--- config.mk ---
export PLATFORM = sky130hd
export DESIGN_NAME = controle_jogo_param
export DESIGN_NICKNAME = d
export VERILOG_FILES = /design/src/rtl/jogo_pkg.sv /design/src/rtl/temporizador_jogada.sv /design/src/rtl/controle_jogo_param.sv
export SDC_FILE = /design/constraint.sdc
export NUM_CORES = 1
export LEC_CHECK = 0
export ABC_AREA = 1
export CAP_MARGIN = 5
export CORE_ASPECT_RATIO = 0.7
export CORE_UTILIZATION = 30
export DETAILED_ROUTE_END_ITERATION = 12
export DONT_BUFFER_PORTS = 1
export HOLD_SLACK_MARGIN = 0.08
export REMOVE_ABC_BUFFERS = 1
export SLEW_MARGIN = 15
export SYNTH_ARGS = -nofsm -noshare
export SYNTH_HDL_FRONTEND = slang
export SYNTH_SLANG_ARGS = --single-unit
--- constraint.sdc ---
create_clock -name clock -period 3.5 [get_ports clock]
set_input_delay 0.35 -clock clock [delete_from_list [all_inputs] [get_ports clock]]
set_output_delay 0.35 -clock clock [all_outputs]
set_load 0.02 [all_outputs]
--- src/rtl/jogo_pkg.sv ---
// Shared constants for the game controller: state codes and move-timer width.
package jogo_pkg;

    localparam int TIMER_W = 20;

    localparam logic [3:0] INICIAL        = 4'h0;
    localparam logic [3:0] PREPARACAO     = 4'h1;
    localparam logic [3:0] JOGA_MACRO     = 4'h2;
    localparam logic [3:0] REGISTRA_MACRO = 4'h3;
    localparam logic [3:0] JOGA_MICRO     = 4'h4;
    localparam logic [3:0] REGISTRA_MICRO = 4'h5;
    localparam logic [3:0] TROCA          = 4'h6;
    localparam logic [3:0] DECIDE_MACRO   = 4'h7;
    localparam logic [3:0] ESTOURO        = 4'h9;
    localparam logic [3:0] FIM            = 4'hF;

    function automatic logic em_jogada(input logic [3:0] e);
        return (e == JOGA_MACRO) || (e == JOGA_MICRO);
    endfunction

endpackage

--- src/rtl/temporizador_jogada.sv ---
// Per-move timer: counts cycles spent waiting for a move, flags the last one.
module temporizador_jogada
    import jogo_pkg::*;
#(
    parameter int TIMEOUT_CICLOS = 5000
) (
    input  logic clock,
    input  logic reset,
    input  logic clear,
    input  logic enable,
    output logic terminal
);

    localparam logic [TIMER_W-1:0] LIMITE = TIMER_W'(TIMEOUT_CICLOS - 1);

    logic [TIMER_W-1:0] contagem;

    always_ff @(posedge clock or posedge reset) begin
        if (reset) begin
            contagem <= '0;
        end else if (clear) begin
            contagem <= '0;
        end else if (enable) begin
            contagem <= contagem + 1'b1;
        end
    end

    assign terminal = enable && (contagem == LIMITE);

endmodule

--- src/rtl/controle_jogo_param.sv ---
// Game-flow controller: macro/micro move sequencing, move timeout, player turn.
module controle_jogo_param
    import jogo_pkg::*;
#(
    parameter int N_JOGADORES    = 2,
    parameter int TIMEOUT_CICLOS = 5000,
    parameter int W_JOG          = $clog2(N_JOGADORES)
) (
    input  logic             clock,
    input  logic             reset,
    input  logic             iniciar,
    input  logic             tem_jogada,
    input  logic             jogada_valida,
    input  logic             fim_jogo,
    input  logic             escolhe_macro,
    output logic             zeraR_macro,
    output logic             zeraR_micro,
    output logic             zeraEdge,
    output logic             registraR_macro,
    output logic             registraR_micro,
    output logic             jogar_macro,
    output logic             jogar_micro,
    output logic             pronto,
    output logic             timeout,
    output logic             erro_jogada,
    output logic [W_JOG-1:0] jogador_atual,
    output logic [3:0]       db_estado
);

    localparam logic [W_JOG-1:0] ULTIMO = W_JOG'(N_JOGADORES - 1);

    logic [3:0] estado;
    logic [3:0] estado_nxt;
    logic       aguardando;
    logic       rejeitada;
    logic       terminal;

    assign aguardando = em_jogada(estado);
    assign rejeitada  = aguardando && tem_jogada && !jogada_valida;

    // An invalid move restarts the clock for the same player.
    temporizador_jogada #(
        .TIMEOUT_CICLOS(TIMEOUT_CICLOS)
    ) u_timer (
        .clock   (clock),
        .reset   (reset),
        .clear   (!aguardando || rejeitada),
        .enable  (aguardando),
        .terminal(terminal)
    );

    always_ff @(posedge clock or posedge reset) begin
        if (reset) begin
            estado <= INICIAL;
        end else begin
            estado <= estado_nxt;
        end
    end

    always_comb begin
        estado_nxt = INICIAL;
        case (estado)
            INICIAL:        estado_nxt = iniciar ? PREPARACAO : INICIAL;
            PREPARACAO:     estado_nxt = JOGA_MACRO;
            JOGA_MACRO: begin
                if (tem_jogada) begin
                    estado_nxt = jogada_valida ? REGISTRA_MACRO
                                               : JOGA_MACRO;
                end else if (terminal) begin
                    estado_nxt = ESTOURO;
                end else begin
                    estado_nxt = JOGA_MACRO;
                end
            end
            REGISTRA_MACRO: estado_nxt = JOGA_MICRO;
            JOGA_MICRO: begin
                if (tem_jogada) begin
                    estado_nxt = jogada_valida ? REGISTRA_MICRO
                                               : JOGA_MICRO;
                end else if (terminal) begin
                    estado_nxt = ESTOURO;
                end else begin
                    estado_nxt = JOGA_MICRO;
                end
            end
            REGISTRA_MICRO: estado_nxt = TROCA;
            ESTOURO:        estado_nxt = TROCA;
            TROCA:          estado_nxt = fim_jogo ? FIM : DECIDE_MACRO;
            DECIDE_MACRO: begin
                estado_nxt = escolhe_macro ? PREPARACAO : REGISTRA_MACRO;
            end
            FIM:            estado_nxt = iniciar ? INICIAL : FIM;
            default:        estado_nxt = INICIAL;
        endcase
    end

    // Cleared on the way into INICIAL so it already reads 0 there.
    always_ff @(posedge clock or posedge reset) begin
        if (reset) begin
            jogador_atual <= '0;
        end else if (estado_nxt == INICIAL) begin
            jogador_atual <= '0;
        end else if (estado == TROCA) begin
            if (jogador_atual == ULTIMO) begin
                jogador_atual <= '0;
            end else begin
                jogador_atual <= jogador_atual + 1'b1;
            end
        end
    end

    always_ff @(posedge clock or posedge reset) begin
        if (reset) begin
            erro_jogada <= 1'b0;
        end else begin
            erro_jogada <= rejeitada;
        end
    end

    assign zeraR_macro     = (estado == INICIAL) || (estado == PREPARACAO);
    assign zeraR_micro     = (estado == INICIAL) || (estado == PREPARACAO)
                          || (estado == DECIDE_MACRO);
    assign zeraEdge        = (estado == INICIAL);
    assign registraR_macro = (estado == REGISTRA_MACRO);
    assign registraR_micro = (estado == REGISTRA_MICRO);
    assign jogar_macro     = (estado == JOGA_MACRO);
    assign jogar_micro     = (estado == JOGA_MICRO);
    assign pronto          = (estado == FIM);
    assign timeout         = (estado == ESTOURO);
    assign db_estado       = estado;

endmodule
==> results.sh <==
export IMPL_leakagePower_uw=0.000756
export IMPL_hold_buffers=0
export IMPL_vias=1175
export IMPL_rsz0062_at_grt="false"
export IMPL_rows=20
export IMPL_synth_area_leaders="dfrtp_1 45%, nand2_1 9.5%, nor2_1 8.5%"
export IMPL_area_delta_synth_final_pct=7.73
export IMPL_irDropWorstVdd_mv=0.163
export IMPL_setup_violations=0
export IMPL_wirelength_mm=2.93
export IMPL_ctsResizeCount=0
export IMPL_p_clk_share_pct=20.9
export IMPL_postRouteAntennaNets=0
export IMPL_wire_per_inst_um=11.6
export IMPL_switchingPower_uw=417
export IMPL_setup_ws_ns=1.46
export IMPL_initial_core_util_pct=32.3
export IMPL_end_kind="output port"
export IMPL_die_y_um=60.3
export IMPL_p_sw_share_pct=44.8
export IMPL_grt_max_degree=27
export IMPL_n_antenna_cell=0
export IMPL_grt_pass1_vias=1106
export IMPL_crit_fanout=5
export IMPL_placed_cell_area_um2=1510
export IMPL_fmax_mhz=489
export IMPL_yosysTopAreaCellShare_pct=44.7
export IMPL_place_gp_congestion=0.793
export IMPL_port_buffers=0
export IMPL_synth_largest_area_cell="dfrtp_1"
export IMPL_pin_count=22
export IMPL_critPathKind="register to output port"
export IMPL_grt_use_total_pct=12.9
export IMPL_clkTransAtPathRegs_ns=0.09
export IMPL_hold_class="input pin to asynchronous set/reset pin"
export IMPL_timing_final_crit_period_ns=2.04
export IMPL_layout_drive_gt1_share_pct=12.2
export IMPL_clk_latency_ns=0.27
export IMPL_drc=0
export IMPL_drv_cap=0
export IMPL_syn_area_um2=1460
export IMPL_seq_power_share_pct=42.6
export IMPL_cts_tree="done"
export IMPL_first_iter_violations=82
export IMPL_ys_ff_latch=26
export IMPL_clock_skew_ns=0.00780
export IMPL_dieArea_um2=5140
export IMPL_cts_htree_levels=1
export IMPL_synth_most_common_cell="nand2_1"
export IMPL_dp_slack_ns=1.53
export IMPL_worst_pin_slew_ns=0.978
export IMPL_viasPerCell=4.66
export IMPL_avgSynthCellArea_um2=7.51
export IMPL_antenna_found_initial=0
export IMPL_period_share_pct=58.4
export IMPL_coreArea_um2=4500
export IMPL_syn_inst=194
export IMPL_ys_flop_type="dfrtp_1"
export IMPL_root_buffer="clkbuf_8"
export IMPL_synth_edf_count=0
export IMPL_async_flop_share_pct=100
export IMPL_tns_ns=0
export IMPL_crit_required_ns=3.15
export IMPL_fin_area_um2=1570
export IMPL_slew_headroom_pct=34.7
export IMPL_numCtsBuffers=3
export IMPL_grt_ovfl_total=0
export IMPL_outcome="completed"
export IMPL_final_hold_viol_count=0
export IMPL_cts_sinks=26
export IMPL_grt_pass1_wl_mm=5.13
export IMPL_post_cts_buffers=0
export IMPL_die_w_um=85.3
export IMPL_fin_nets=206
export IMPL_dpl_hpwl_mm=2.29
export IMPL_internal_power_uw=515
export IMPL_cp_arrival_ns=1.69
export IMPL_ys_warnings_count=0
export IMPL_firstDrtPassIters=4
export IMPL_ys_seq_area_share_pct=44.7
export IMPL_combPwrFrac_pct=36.5
export IMPL_ctsLongestPathBuffers=2
export IMPL_start_kind="register"
export IMPL_synthDistinctLibCells=26
export IMPL_ys_top_cells_by_count="37 x nand2_1, 33 x nor2_1, 29 x inv_1"
export IMPL_powerDensity_nw_per_um2=594
export IMPL_drv_slew=0
## power groups by stage
stage,Clock [uW],Combinational (uW),Sequential (uW)
after global routing,215,384,404
final,195,340,397
after global placement,0,341,403
after detailed placement,0,339,405
after CTS,201,344,398
after floorplan,0,278,395
## final cells by class
| class | count | area [um2] |
|---|---|---|
| Fill cell | 490 | 2940 |
| Multi-Input combinational cell | 135 | 674 |
| Sequential cell | 26 | 651 |
| Inverter | 32 | 120 |
| Tap cell | 55 | 68.8 |
| Clock buffer | 4 | 55.1 |
## layout by cell type (no fill, tap or decap)
cell / count
inv_2: 3
nor3_1: 8
o21a_1: 1
nor2_4: 4
clkbuf_8: 4
ha_1: 1
xor2_1: 2
nand2_2: 5
o21ai_0: 6
nand3_2: 2
or2_2: 1
dfrtp_1: 26
nor3_2: 1
o21ai_1: 6
nor2_1: 33
a31oi_1: 1
a21oi_1: 12
nand2_1: 37
a211oi_1: 2
inv_1: 29
nor2_2: 3
and3_1: 1
o211ai_1: 1
nand2_4: 1
nand3_1: 6
nand4_1: 1
## layer usage
layer / wire [um] / GRT usage [%] / vias up / share of wire, %
met5: 0 / 0 / - / 0
met4: 9 / 3.10 / 0 / 0.31
met3: 115 / 4.01 / 2 / 3.9
met2: 1100 / 17.4 / 19 / 37
met1: 1710 / 19.7 / 531 / 58
li1: - / - / 623 / -
## worst paths after layout
kind                                         to                 from  cells past startpoint  slack [ns]
setup / recovery                       zeraEdge         db_estado[3]                      3        1.46
hold / removal                      erro_jogada                reset                      1        0.18
setup reg to reg                  jogador_atual         db_estado[3]                      7        1.47
hold reg to reg             u_timer.contagem[0]  u_timer.contagem[0]                      1        0.48
max in group asynchronous  u_timer.contagem[18]                reset                      1        2.71
min in group clock                 db_estado[3]             fim_jogo                      2        0.24
## cell families after synthesis
logic type | Yosys count | share of synthesized area, %
xor+xnor | 2 | 1.20
compound gates | 29 | 10.7
flops | 26 | 44.7
simple gates | 103 | 33.5
buf+inv | 33 | 9.02
fa+ha+maj | 1 | 0.859
## through the flow
stage	util, %	hold WS (ns)	std cells	total power (uW)
after detailed placement	33.6	0.460	248	745
after global placement	33.6	0.455	248	744
after floorplan	-	0.390	193	673
after CTS	34.8	0.231	252	943
final	34.8	0.181	252	932
after global routing	34.8	0.244	252	1000
## registers in the layout, summed over array words and instances, names as in the netlist
signal	flops
jogador_atual	1
u_timer.contagem	20
erro_jogada	1
db_estado	4
## worst max-delay path, stage by stage, from the launching register on
cell     delay (ns)
dfrtp_1        0.50
nor2_1         0.23
inv_1          0.12
nor3_1         0.57
(Power assumes the default switching activity.)
